**config.mk**
```make
export PLATFORM = sky130hd
export DESIGN_NAME = uart_rxbuf_reader
export DESIGN_NICKNAME = d
export VERILOG_FILES = /design/src/rtl/uart_rxbuf_reader.sv
export SDC_FILE = /design/constraint.sdc
export NUM_CORES = 1
export LEC_CHECK = 0
export CAP_MARGIN = 5
export CORE_ASPECT_RATIO = 0.75
export CORE_UTILIZATION = 48
export CTS_CLUSTER_DIAMETER = 100
export CTS_CLUSTER_SIZE = 14
export DETAILED_ROUTE_END_ITERATION = 7
export PLACE_DENSITY = 0.87
export SYNTH_ARGS = -nofsm -noshare
export SYNTH_HDL_FRONTEND = slang
export SYNTH_SLANG_ARGS = --single-unit
```
**constraint.sdc**
```tcl
create_clock -name clk -period 3 [get_ports clk]
set_input_delay 0.9 -clock clk [delete_from_list [all_inputs] [get_ports clk]]
set_output_delay 0.9 -clock clk [all_outputs]
set_load 0.01 [all_outputs]
```
**src/rtl/uart_rxbuf_reader.sv**
```systemverilog
// uart_rxbuf_reader: drain controller for the UART receive buffer.
// Follows the buffer tail through the per-byte received pulse, keeps its own
// head pointer and fill level, fetches bytes through the buffer address port
// and presents them on a valid/ready stream. Detects overrun and supports flush.
module uart_rxbuf_reader #(
  parameter int DEPTH  = 8,
  parameter int AW     = 3,
  parameter int DW     = 8,
  parameter int RD_LAT = 0
) (
  input  logic          clk,
  input  logic          rst,
  input  logic          en,
  input  logic          flush,
  input  logic          clr_ovf,
  input  logic [AW-1:0] buf_tail,
  input  logic          buf_rcvd,
  output logic [AW-1:0] buf_addr,
  input  logic [DW-1:0] buf_data,
  output logic [DW-1:0] m_data,
  output logic          m_valid,
  input  logic          m_ready,
  output logic [AW:0]   level,
  output logic          overflow
);

  // Fetch counter must at least hold RD_LAT; keep one bit for RD_LAT = 0.
  localparam int CW = (RD_LAT > 0) ? $clog2(RD_LAT + 1) : 1;

  localparam logic [1:0] ST_IDLE  = 2'd0;
  localparam logic [1:0] ST_FETCH = 2'd1;
  localparam logic [1:0] ST_HOLD  = 2'd2;

  localparam logic [AW:0]   LEVEL_FULL = (AW + 1)'(DEPTH);
  localparam logic [AW:0]   LEVEL_ZERO = {(AW + 1){1'b0}};
  localparam logic [CW-1:0] CNT_LAST   = CW'(RD_LAT);
  localparam logic [CW-1:0] CNT_ZERO   = {CW{1'b0}};

  logic [1:0]    state_r,    state_nx_s;
  logic [CW-1:0] cnt_r,      cnt_nx_s;
  logic [AW-1:0] head_r,     head_nx_s;
  logic [AW:0]   level_r,    level_nx_s;
  logic [DW-1:0] m_data_r,   m_data_nx_s;
  logic          m_valid_r,  m_valid_nx_s;
  logic          overflow_r, overflow_nx_s;
  logic          fetch_last_s;
  logic          cap_s;
  logic          overrun_s;

  // Capture and overrun qualifiers; flush suppresses both.
  always_comb begin
    fetch_last_s = (cnt_r == CNT_LAST);
    cap_s        = 1'b0;
    overrun_s    = 1'b0;
    if ((state_r == ST_FETCH) && fetch_last_s && !flush) begin
      cap_s = 1'b1;
    end else begin
      cap_s = 1'b0;
    end
    // A write into a full buffer that is not offset by a capture drops the oldest byte.
    if (!flush && (level_r == LEVEL_FULL) && buf_rcvd && !cap_s) begin
      overrun_s = 1'b1;
    end else begin
      overrun_s = 1'b0;
    end
  end

  // FSM and output-stream next state.
  always_comb begin
    state_nx_s   = state_r;
    cnt_nx_s     = cnt_r;
    m_data_nx_s  = m_data_r;
    m_valid_nx_s = m_valid_r;
    case (state_r)
      ST_IDLE: begin
        if (en && (level_r != LEVEL_ZERO) && !m_valid_r && !flush) begin
          state_nx_s = ST_FETCH;
          cnt_nx_s   = CNT_ZERO;
        end else begin
          state_nx_s = ST_IDLE;
        end
      end
      ST_FETCH: begin
        if (flush) begin
          state_nx_s = ST_IDLE;
          cnt_nx_s   = CNT_ZERO;
        end else if (cap_s) begin
          state_nx_s   = ST_HOLD;
          cnt_nx_s     = CNT_ZERO;
          m_data_nx_s  = buf_data;
          m_valid_nx_s = 1'b1;
        end else if (overrun_s) begin
          // The slot under fetch was overwritten: restart from the new head.
          cnt_nx_s = CNT_ZERO;
        end else begin
          cnt_nx_s = cnt_r + CW'(1'b1);
        end
      end
      ST_HOLD: begin
        // The held byte is already dequeued, so flush does not drop it.
        if (m_valid_r && m_ready) begin
          state_nx_s   = ST_IDLE;
          m_valid_nx_s = 1'b0;
        end else begin
          state_nx_s = ST_HOLD;
        end
      end
      default: begin
        state_nx_s   = ST_IDLE;
        cnt_nx_s     = CNT_ZERO;
        m_valid_nx_s = 1'b0;
      end
    endcase
  end

  // Head pointer, fill level and sticky overflow next state.
  always_comb begin
    head_nx_s     = head_r;
    level_nx_s    = level_r;
    overflow_nx_s = overflow_r;
    if (flush) begin
      head_nx_s  = buf_tail;
      level_nx_s = LEVEL_ZERO;
    end else if (overrun_s) begin
      head_nx_s  = head_r + AW'(1'b1);
      level_nx_s = LEVEL_FULL;
    end else begin
      head_nx_s  = cap_s ? (head_r + AW'(1'b1)) : head_r;
      level_nx_s = level_r + (AW + 1)'(buf_rcvd) - (AW + 1)'(cap_s);
    end
    // A new overrun wins over a coincident clear.
    if (overrun_s) begin
      overflow_nx_s = 1'b1;
    end else if (clr_ovf) begin
      overflow_nx_s = 1'b0;
    end else begin
      overflow_nx_s = overflow_r;
    end
  end

  // State registers with asynchronous reset.
  always_ff @(posedge clk or posedge rst) begin
    if (rst) begin
      state_r    <= ST_IDLE;
      cnt_r      <= CNT_ZERO;
      head_r     <= {AW{1'b0}};
      level_r    <= LEVEL_ZERO;
      m_data_r   <= {DW{1'b0}};
      m_valid_r  <= 1'b0;
      overflow_r <= 1'b0;
    end else begin
      state_r    <= state_nx_s;
      cnt_r      <= cnt_nx_s;
      head_r     <= head_nx_s;
      level_r    <= level_nx_s;
      m_data_r   <= m_data_nx_s;
      m_valid_r  <= m_valid_nx_s;
      overflow_r <= overflow_nx_s;
    end
  end

  assign buf_addr = head_r;
  assign m_data   = m_data_r;
  assign m_valid  = m_valid_r;
  assign level    = level_r;
  assign overflow = overflow_r;

endmodule

```
==> out/results.md <==
| Step | Parameter | This run |
|---|---|---|
| timing | Worst-case hold slack | 0.513 ns |
| timing | Peak clock frequency supported by timing | 0.381 GHz |
| final layout | Post-Layout Inst Area | 0.00144 mm² |
| route | Total via count after detailed routing | 859 |
| pwr | Leakage power | 0.615 nW |
| synthesis | Average cell area after synthesis | 11.7 µm² |
| cts | Cells resized by post-CTS repair | 0 |
| timing | Final hold violations | 0 |
| job | Reported max-cap violation count | 0 |
| setup path | Crit end category | register |
| timing | Final Skew | 0.00564 ns |
| grt | Number of global-route vias before repair | 884 |
| cts | Clock buffers created by TritonCTS | 3 |
| grt | Maximum number of pins on one net before global-route repair | 21 |
| placement | HPWL reported at the end of detailed placement | 1880 µm |
| floorplanning | # rows | 14 |
| floorplanning | Chip height | 42.4 µm |
| cts | Root buf cell | clkbuf_4 |
| synthesis | Synth Register Bits | 20 |
| grt | Total global routing track utilization | 23.0% |
| timing | Max-slew violation count | 0 |
| placement | Post-detailed-placement cell area | 0.00141 mm² |
| cts | Sink Count | 20 |
| cts | H-tree Lvls | 1 |
| cts | Setup fix buffers added after clock tree synthesis | 0 |
| floorplanning | Top Ports | 35 |
| route | Post-DR wirelength/cell | 16.1 µm |
| setup path | Worst setup path class | in -> reg |
| cts | Latest clock arrival within the worst-skew pair | 0.30 ns |
| synthesis | Most frequently used flop master after synthesis | dfrtp_1 |
| cts | Clk slew on worst S/H paths | 0.10 ns |
| timing | Slew margin rel. | 49.5% |
| synthesis | Share of synthesized registers carrying an async set or reset | 100% |
| route | Detailed Routing Iterations Pass 1 | 4 |
| timing | Measured slew at the worst slew-check pin | 0.757 ns |
| route | Count of unresolved DRC violations after routing | 0 |
| route | Detailed-route wire length | 2420 µm |
| outcome | Run status | completed |
| pwr | PD cells | 809 mW/mm² |
| timing | Final critical path time including I/O delays and setup | 2.62 ns |
| placement | Port Buffers | 34 |
| synthesis | Number of warning messages in the yosys log | 0 |
| floorplanning | Area of the die | 0.00236 mm² |
| final layout | Nets@finish | 154 |
| setup path | Setup crit start kind | input port |
| grt | Grt total ovfl | 0 |
| setup path | Critical-path maximum fanout | 2 |
| grt | Wire length of the first global-routing pass | 4060 µm |
| worst hold path | Hold/Removal Path Class | reg -> reg |
| synthesis | Number of flops mapped to enable cells by yosys | 0 |
| timing | Fin Setup TNS | 0 ns |
| route | Initial DRC Count | 26 |
| final layout | Final core utilization | 70.6% |
| final layout | Filler cell count | 152 |
| synthesis | Number of nets in the synthesized netlist | 115 |
| synthesis | Instance count of the mapped netlist | 89 |
| setup path | Data arrival, critical path | 2.83 ns |
| cts | Number of buffers inserted by hold repair at cts | 0 |
| synthesis | Synthesized cell area | 0.00104 mm² |
| setup path | Data required time at the worst endpoint | 3.21 ns |
| final layout | Diodes inserted | 0 |
| final layout | Area Growth Syn to Fin | 37.7% |
| timing | Post-route clock period utilization | 87.4% |
| cts | CTS Buffer Depth | 2 |
| grt | Number of antenna violations at the first check in global routing | 0 |
| route | Post-DR vias/cell | 5.73 |
| timing | Total of endpoints with negative setup slack in the final report | 0 |
| synthesis | Seq/Total Area, Yosys | 48.0% |
| floorplanning | Placeable core region | 0.00203 mm² |
| route | Number of antenna-violating nets in the routed design | 0 |
| floorplanning | Initial core utilization | 51.3% |
| pwr | Max rail drop VDD | 0.570 mV |
| timing | Setup repair after global routing missed its margin | false |
| synthesis | Cell variety after synth | 33 |
| setup path | Setup slack on the worst flop-to-flop path | 0.98 ns |
| final layout | Ratio of cells with drive above 1 in the final layout | 11.9% |
| placement | Last weighted congestion value of the routability-driven placer | 0.886 |
| cts | TritonCTS clock tree | done |
| floorplanning | Die X | 55.8 µm |
==> stage by stage <==
step	setup WS (ns)	cells	total power, mW
after global routing	0.334	150	1.24
after CTS	0.389	150	1.17
after floorplan	0.497	89	0.747
after detailed placement	0.0834	147	1.04
after global placement	0.151	147	0.997
final	0.377	150	1.16
==> Yosys cell counts, drive strengths merged (2+ instances only) <==
master	instances	area, µm²
nor2	5	18.8
o21ai	2	10.0
ha	7	87.6
a21oi	3	15.0
nor3b	5	37.5
nand3	4	20.0
dfrtp	20	500
a21boi	2	15.0
mux2	8	90.1
inv	10	37.5
==> sequential cells by signal, indices dropped and copies added (netlist names) <==
name	flops
m_data	8
level	4
buf_addr	3
state_r	2
cnt_r	1
m_valid	1
overflow	1
==> layout make-up <==
type,instances,area (µm²),share of cell area (%)
clock buffers,3,22.5,1.57
multi-input cells,57,489,34.1
well taps,24,30.0,2.09
inverters,10,37.5,2.62
flip-flops and latches,20,500,34.9
repair buffers,36,355,24.8
==> critical path: stages <==
cell             delay [ns]
clkdlybuf4s50_1        0.47
nor4b_4                0.32
ha_1                   0.16
inv_1                  0.04
ha_1                   0.19
fa_1                   0.38
xnor2_1                0.14
a211oi_1               0.24
==> cell families (layout without fill, tap and decap cells) <==
logic type / count (synthesis) / after routing / share of synthesized area (%)
AND/OR/NAND/NOR: 23 / 23 / 15.6
flip-flops: 20 / 20 / 48.0
AO/OA/AOI/OAI: 17 / 17 / 11.5
buffers and inverters: 12 / 49 / 5.04
adder cells (fa/ha/maj): 8 / 8 / 10.3
multiplexers: 8 / 8 / 8.64
XOR/XNOR: 1 / 1 / 0.840
==> final timing paths <==
kind	start	to	depth (start not counted)
max	flush	level[2]	8
min	m_data[2]	m_data[2]	1
max reg2reg	state_r[1]	level[2]	7
min reg2reg	m_data[2]	m_data[2]	1
max in group asynchronous	rst	level[2]	2
min in group asynchronous	rst	m_data[1]	2
==> layout by cell type, fill, tap and decap left out, types with 2 or more instances in the layout <==
cell type / netlist / routed
a21boi_0: 2 / 2
a21oi_1: 3 / 3
buf_4: 0 / 2
clkbuf_4: 0 / 3
clkdlybuf4s50_1: 0 / 34
dfrtp_1: 20 / 20
ha_1: 7 / 7
inv_1: 10 / 10
mux2_2: 8 / 8
nand3_1: 4 / 4
nor2_1: 5 / 5
nor3b_1: 5 / 5
o21ai_0: 2 / 2
==> metal layers <==
metal | global-route usage (%) | wire length, µm
met5 | 0 | 0
met4 | 11.0 | 44
met3 | 8.02 | 144
met2 | 33.5 | 1160
met1 | 30.8 | 1070
==> power breakdown <==
| part | internal, mW | total, mW | switching [mW] | leakage, nW |
|---|---|---|---|---|
| logic | 0.342 | 0.586 | 0.244 | 0.346 |
| clock network | 0.0469 | 0.127 | 0.0798 | 0.0138 |
| registers | 0.368 | 0.448 | 0.0800 | 0.254 |
No activity file was read; power rests on OpenSTA's default activity.
